--- src/rtl/reduction_handshake_stage.sv ---
// Three-way round-robin arbiter feeding a small FIFO of {word, |word, &word, source}.
// The FIFO head drains through one valid/ready channel; out = orr && andr of the head.
module reduction_handshake_stage #(
    parameter int WIDTH = 4,
    parameter int DEPTH = 2
) (
    input  logic             CLK,
    input  logic             ASYNCRESET,
    input  logic             handshake_arr_0_valid,
    input  logic             handshake_arr_1_valid,
    input  logic             handshake_arr_2_valid,
    output logic             handshake_arr_0_ready,
    output logic             handshake_arr_1_ready,
    output logic             handshake_arr_2_ready,
    input  logic [WIDTH-1:0] in_0,
    input  logic [WIDTH-1:0] in_1,
    input  logic [WIDTH-1:0] in_2,
    output logic             handshake_valid,
    input  logic             handshake_ready,
    output logic [WIDTH-1:0] in1,
    output logic             orr,
    output logic             andr,
    output logic             out,
    output logic [1:0]       src,
    output logic [7:0]       xfer_count
);

    localparam int AW = $clog2(DEPTH);
    localparam int CW = AW + 1;

    logic [WIDTH-1:0] r_word [DEPTH];
    logic             r_orr  [DEPTH];
    logic             r_andr [DEPTH];
    logic [1:0]       r_src  [DEPTH];
    logic [AW-1:0]    r_wptr;
    logic [AW-1:0]    r_rptr;
    logic [CW-1:0]    r_count;
    logic [1:0]       r_rr;
    logic [7:0]       r_xfer;

    logic [2:0]       w_valid;
    logic [2:0]       w_grant;
    logic [1:0]       w_gidx;
    logic [1:0]       w_o0;
    logic [1:0]       w_o1;
    logic [1:0]       w_o2;
    logic             w_push;
    logic             w_pop;
    logic             w_full;
    logic             w_empty;
    logic [WIDTH-1:0] w_word;

    assign w_valid = {handshake_arr_2_valid, handshake_arr_1_valid, handshake_arr_0_valid};
    assign w_full  = (r_count == CW'(DEPTH));
    assign w_empty = (r_count == '0);
    assign w_pop   = !w_empty && handshake_ready;

    // Priority rotates to start just after the last winner; grant uses registered full only.
    always_comb begin
        w_o0    = (r_rr == 2'd2) ? 2'd0 : r_rr + 2'd1;
        w_o1    = (w_o0 == 2'd2) ? 2'd0 : w_o0 + 2'd1;
        w_o2    = (w_o1 == 2'd2) ? 2'd0 : w_o1 + 2'd1;
        w_gidx  = r_rr;
        w_push  = 1'b0;
        w_grant = '0;
        if (!w_full && !ASYNCRESET) begin
            if (w_valid[w_o0]) begin
                w_gidx = w_o0;
                w_push = 1'b1;
            end else if (w_valid[w_o1]) begin
                w_gidx = w_o1;
                w_push = 1'b1;
            end else if (w_valid[w_o2]) begin
                w_gidx = w_o2;
                w_push = 1'b1;
            end
        end
        if (w_push) begin
            w_grant[w_gidx] = 1'b1;
        end
    end

    always_comb begin
        case (w_gidx)
            2'd0:    w_word = in_0;
            2'd1:    w_word = in_1;
            default: w_word = in_2;
        endcase
    end

    assign handshake_arr_0_ready = w_grant[0];
    assign handshake_arr_1_ready = w_grant[1];
    assign handshake_arr_2_ready = w_grant[2];

    always_ff @(posedge CLK or posedge ASYNCRESET) begin
        if (ASYNCRESET) begin
            for (int i = 0; i < DEPTH; i++) begin
                r_word[i] <= '0;
                r_orr[i]  <= 1'b0;
                r_andr[i] <= 1'b0;
                r_src[i]  <= 2'd0;
            end
            r_wptr  <= '0;
            r_rptr  <= '0;
            r_count <= '0;
            r_rr    <= 2'd2;
            r_xfer  <= 8'd0;
        end else begin
            if (w_push) begin
                r_word[r_wptr] <= w_word;
                r_orr[r_wptr]  <= |w_word;
                r_andr[r_wptr] <= &w_word;
                r_src[r_wptr]  <= w_gidx;
                r_wptr         <= r_wptr + AW'(1);
                r_rr           <= w_gidx;
            end
            if (w_pop) begin
                r_rptr <= r_rptr + AW'(1);
                r_xfer <= r_xfer + 8'd1;
            end
            r_count <= r_count + CW'(w_push) - CW'(w_pop);
        end
    end

    assign handshake_valid = !w_empty;
    assign in1             = r_word[r_rptr];
    assign orr             = r_orr[r_rptr];
    assign andr            = r_andr[r_rptr];
    assign out             = r_orr[r_rptr] && r_andr[r_rptr];
    assign src             = r_src[r_rptr];
    assign xfer_count      = r_xfer;

endmodule

--- config.mk ---
export PLATFORM = sky130hd
export DESIGN_NAME = reduction_handshake_stage
export DESIGN_NICKNAME = d
export VERILOG_FILES = /design/src/rtl/reduction_handshake_stage.sv
export SDC_FILE = /design/constraint.sdc
export NUM_CORES = 1
export LEC_CHECK = 0
export CAP_MARGIN = 10
export CORE_ASPECT_RATIO = 1.2
export CORE_MARGIN = 3
export CORE_UTILIZATION = 52
export CTS_CLUSTER_DIAMETER = 200
export CTS_CLUSTER_SIZE = 30
export DETAILED_ROUTE_END_ITERATION = 10
export HOLD_SLACK_MARGIN = 0.02
export PLACE_DENSITY = 0.9
export SETUP_SLACK_MARGIN = 0.15
export SYNTH_ARGS = -nofsm -noshare
export SYNTH_HDL_FRONTEND = slang
export SYNTH_SLANG_ARGS = --single-unit
--- constraint.sdc ---
create_clock -name CLK -period 4.14 [get_ports CLK]
set_clock_uncertainty 0.2 [all_clocks]
set_input_delay 0.414 -clock CLK [delete_from_list [all_inputs] [get_ports CLK]]
set_output_delay 0.414 -clock CLK [all_outputs]
set_load 0.01 [all_outputs]
==> flow_summary.ini <==
[run_status]
outcome = completed

[clock_tree]
cts_tree = yes
cts_setup_buffers = 0
clockBufferDepth = 2
cts_buffers = 5
hold_buffers = 0
insertion_delay_ns = 0.33
cts_root_buffer = clkbuf_4
htreeDepth = 2
clock-sinks = 30
clk_pin_slew_ns = 0.08
cts_resized = 0

[grt]
grt_pass1_wl_mm = 5.796
grt_max_degree = 31
grt_overflow = 0
track_usage = 0.2129
grt_pass1_vias = 1246
antenna_found_initial = 0

[pwr]
p_leak_nw = 0.8563
clkPwrFrac = 0.120
power.density_nw_per_um2 = 751.4
combPwrFrac = 0.512
p_sw_w = 0.0005610
peakVddDrop_v = 0.0005113
swShare = 0.3695
power_w = 0.001518
internal_power_w = 0.0009573
power_frac_seq = 0.368

[worst_setup_path]
worst_ep_arrival_time_ns = 2.88
crit_fanout = 6
worst-path-buf-inv = 2
start_kind = primary input
r2r-end = r_orr[0]
worstSetupEndpointType = primary output
regToRegSetupSlack_ns = 1.48
critPathMostFrequentCell = clkdlybuf4s50_1
path_depth = 6
critPathSlowestCell = nor4b_1
cpPeakStageDelay_ns = 0.68
worstReg2RegStart = r_count[1]
cp_top_family = simple AND/OR/NAND/NOR gates
crit_path_cell_trace = clkdlybuf4s50_1 -> nor2b_1 -> nor4b_1 -> nor3_1 -> nor2_1 -> clkdlybuf4s50_1
critPathRequiredTime_ns = 3.53
r2r_cells = 6
path_class = in2out

[die]
dieArea_um2 = 3654
die_w_um = 55.68
initial_core_util = 0.5478
std_cell_rows = 21
core_um2 = 2811
die_h_um = 65.62
io_pins = 39

[cells_and_area]
final_nets = 202
final_cells = 216
nFillCells = 209
drive_gt1_frac = 0.1868
syn2layout_area_growth_pct = 31.19
antenna_cells = 0
finalInstanceArea_um2 = 2021

[detailed_routing]
route.detailed.drc = 0
vias = 1202
drt_iter0_markers = 52
viasPerCell = 5.565
routedWlPerCell_um = 15.85
ant_nets = 0
drt_wl_total_mm = 3.424
dr.pass1.iters = 4

[sta]
fin_crit_sh = 0.8435
hold_viol = 0
drv_slew = 0
fin_tns_setup_ns = 0
rsz0062_at_grt = false
timing.final.setup_violations = 0
worst_pin_slew_ns = 1.085
fmax_mhz = 286.4
period_minus_slack_ns = 3.492
relSlewSlack = 0.2760

[hold_path]
holdPathStages = 1
min_to = r_count[1]
hp-class = reg2reg
hp-start = r_count[1]

[logic_synthesis]
synth_cells = 138
syn-num-nets = 159
synthFlopType = dfrtp_1
ys_ff_latch = 30
synth_seq_area_share = 0.4882
synth_edf_count = 0
synth.distinct_cells = 33
async_flop_share = 1.000
yosys_warnings = 0
netlist_area_um2 = 1540
syn_area_per_cell_um2 = 11.16

[placed_design]
placed_area_um2 = 1957
gp_congestion = 0.8602
hpwlAfterDp_mm = 2.535
dp.cells = 208
portBuffers = 38

[run]
drv_cap = 0
-- placed cells by master, fill, tap and decap left out, types with 2 or more instances in the layout --
master           synthesis  final
clkdlybuf4s50_1          0     38
dfrtp_1                 29     29
mux2_2                  20     20
nor2_1                  12     12
xnor2_1                  8      8
a21oi_1                  8      8
inv_1                    7      7
nand2_1                  6      6
o31ai_1                  6      6
clkbuf_4                 0      5
o211ai_1                 4      4
a31oi_1                  4      4
and2_1                   3      3
nand3_1                  3      3
xor2_1                   3      3
ha_1                     3      3
nor3_1                   2      2
and3_1                   2      2
-- state kept, by name, summed over array words and instances (netlist names), 2 cells and up --
| register | cells |
|---|---|
| r_rr | 2 |
| r_count | 2 |
| r_word | 8 |
| xfer_count | 8 |
| r_src | 4 |
| r_orr | 2 |
| r_andr | 2 |
-- how the worst max path moves through the flow --
stage	endpoint	start	slack (ns)
after floorplan	r_orr[0]	ASYNCRESET	1.70
after global placement	handshake_arr_1_ready	handshake_arr_1_valid	0.82
after detailed placement	handshake_arr_1_ready	handshake_arr_1_valid	0.68
after CTS	handshake_arr_1_ready	handshake_arr_1_valid	0.66
after global routing	handshake_arr_1_ready	handshake_arr_1_valid	0.50
final	handshake_arr_1_ready	handshake_arr_1_valid	0.65
-- power groups by stage --
| stage | Clock [W] | Sequential [W] | Combinational [W] |
|---|---|---|---|
| floorplan | 0 | 0.000533 | 0.000478 |
| finish | 0.000182 | 0.000559 | 0.000777 |
| CTS | 0.000190 | 0.000558 | 0.000786 |
| global route | 0.000203 | 0.000578 | 0.000857 |
| detailed placement | 0 | 0.000564 | 0.000780 |
| global placement | 0 | 0.000547 | 0.000754 |
-- cell usage after synthesis, types with 2 or more instances --
library cell	count	area, um^2
o31ai_1	6	45.04
nor2_1	12	45.04
nand2_1	6	22.52
nor3_1	2	10.01
buf_2	2	10.01
mux2_2	20	225.2
a31oi_1	4	25.02
o211ai_1	4	30.03
xnor2_1	8	70.07
xor2_1	3	26.28
and2_1	3	18.77
dfrtp_1	29	725.7
a21oi_1	8	40.04
nand3_1	3	15.01
ha_1	3	37.54
inv_1	7	26.28
and3_1	2	12.51
-- per-stage QoR --
step	utilization	setup slack (ns)	hold slack, ns
after floorplan	-	1.699	0.2601
after global placement	0.6960	0.8169	0.2621
after detailed placement	0.6960	0.6846	0.2921
after CTS	0.7187	0.6572	0.3125
after global routing	0.7187	0.4966	0.3282
final	0.7187	0.6481	0.3096
-- cell families after synthesis --
kind of cell | after synthesis | synth area share
xor+xnor | 11 | 0.06256
fa+ha+maj | 3 | 0.02437
buf+inv | 10 | 0.02600
mux | 20 | 0.1462
simple gates | 38 | 0.1365
compound gates | 26 | 0.1162
flops | 30 | 0.4882
-- layout make-up --
class	instances	area, um^2	area share
sequential	30	752.0	0.3721
tap	34	42.54	0.02105
multi-input combinational	98	748.2	0.3703
clock inverter	2	12.51	0.006192
clock buffer	6	51.30	0.02539
timing repair buffer	39	387.9	0.1920
inverter	7	26.28	0.01300
-- metal layers --
| metal | wire length [um] | global-route usage | part of all wire |
|---|---|---|---|
| met1 | 1419 | 0.2481 | 0.41 |
| met2 | 1773 | 0.3595 | 0.52 |
| met3 | 176 | 0.06287 | 0.051 |
| met4 | 55 | 0.1003 | 0.016 |
| met5 | 0 | 0 | 0 |
Note: power is estimated with default switching activity, not from simulation.
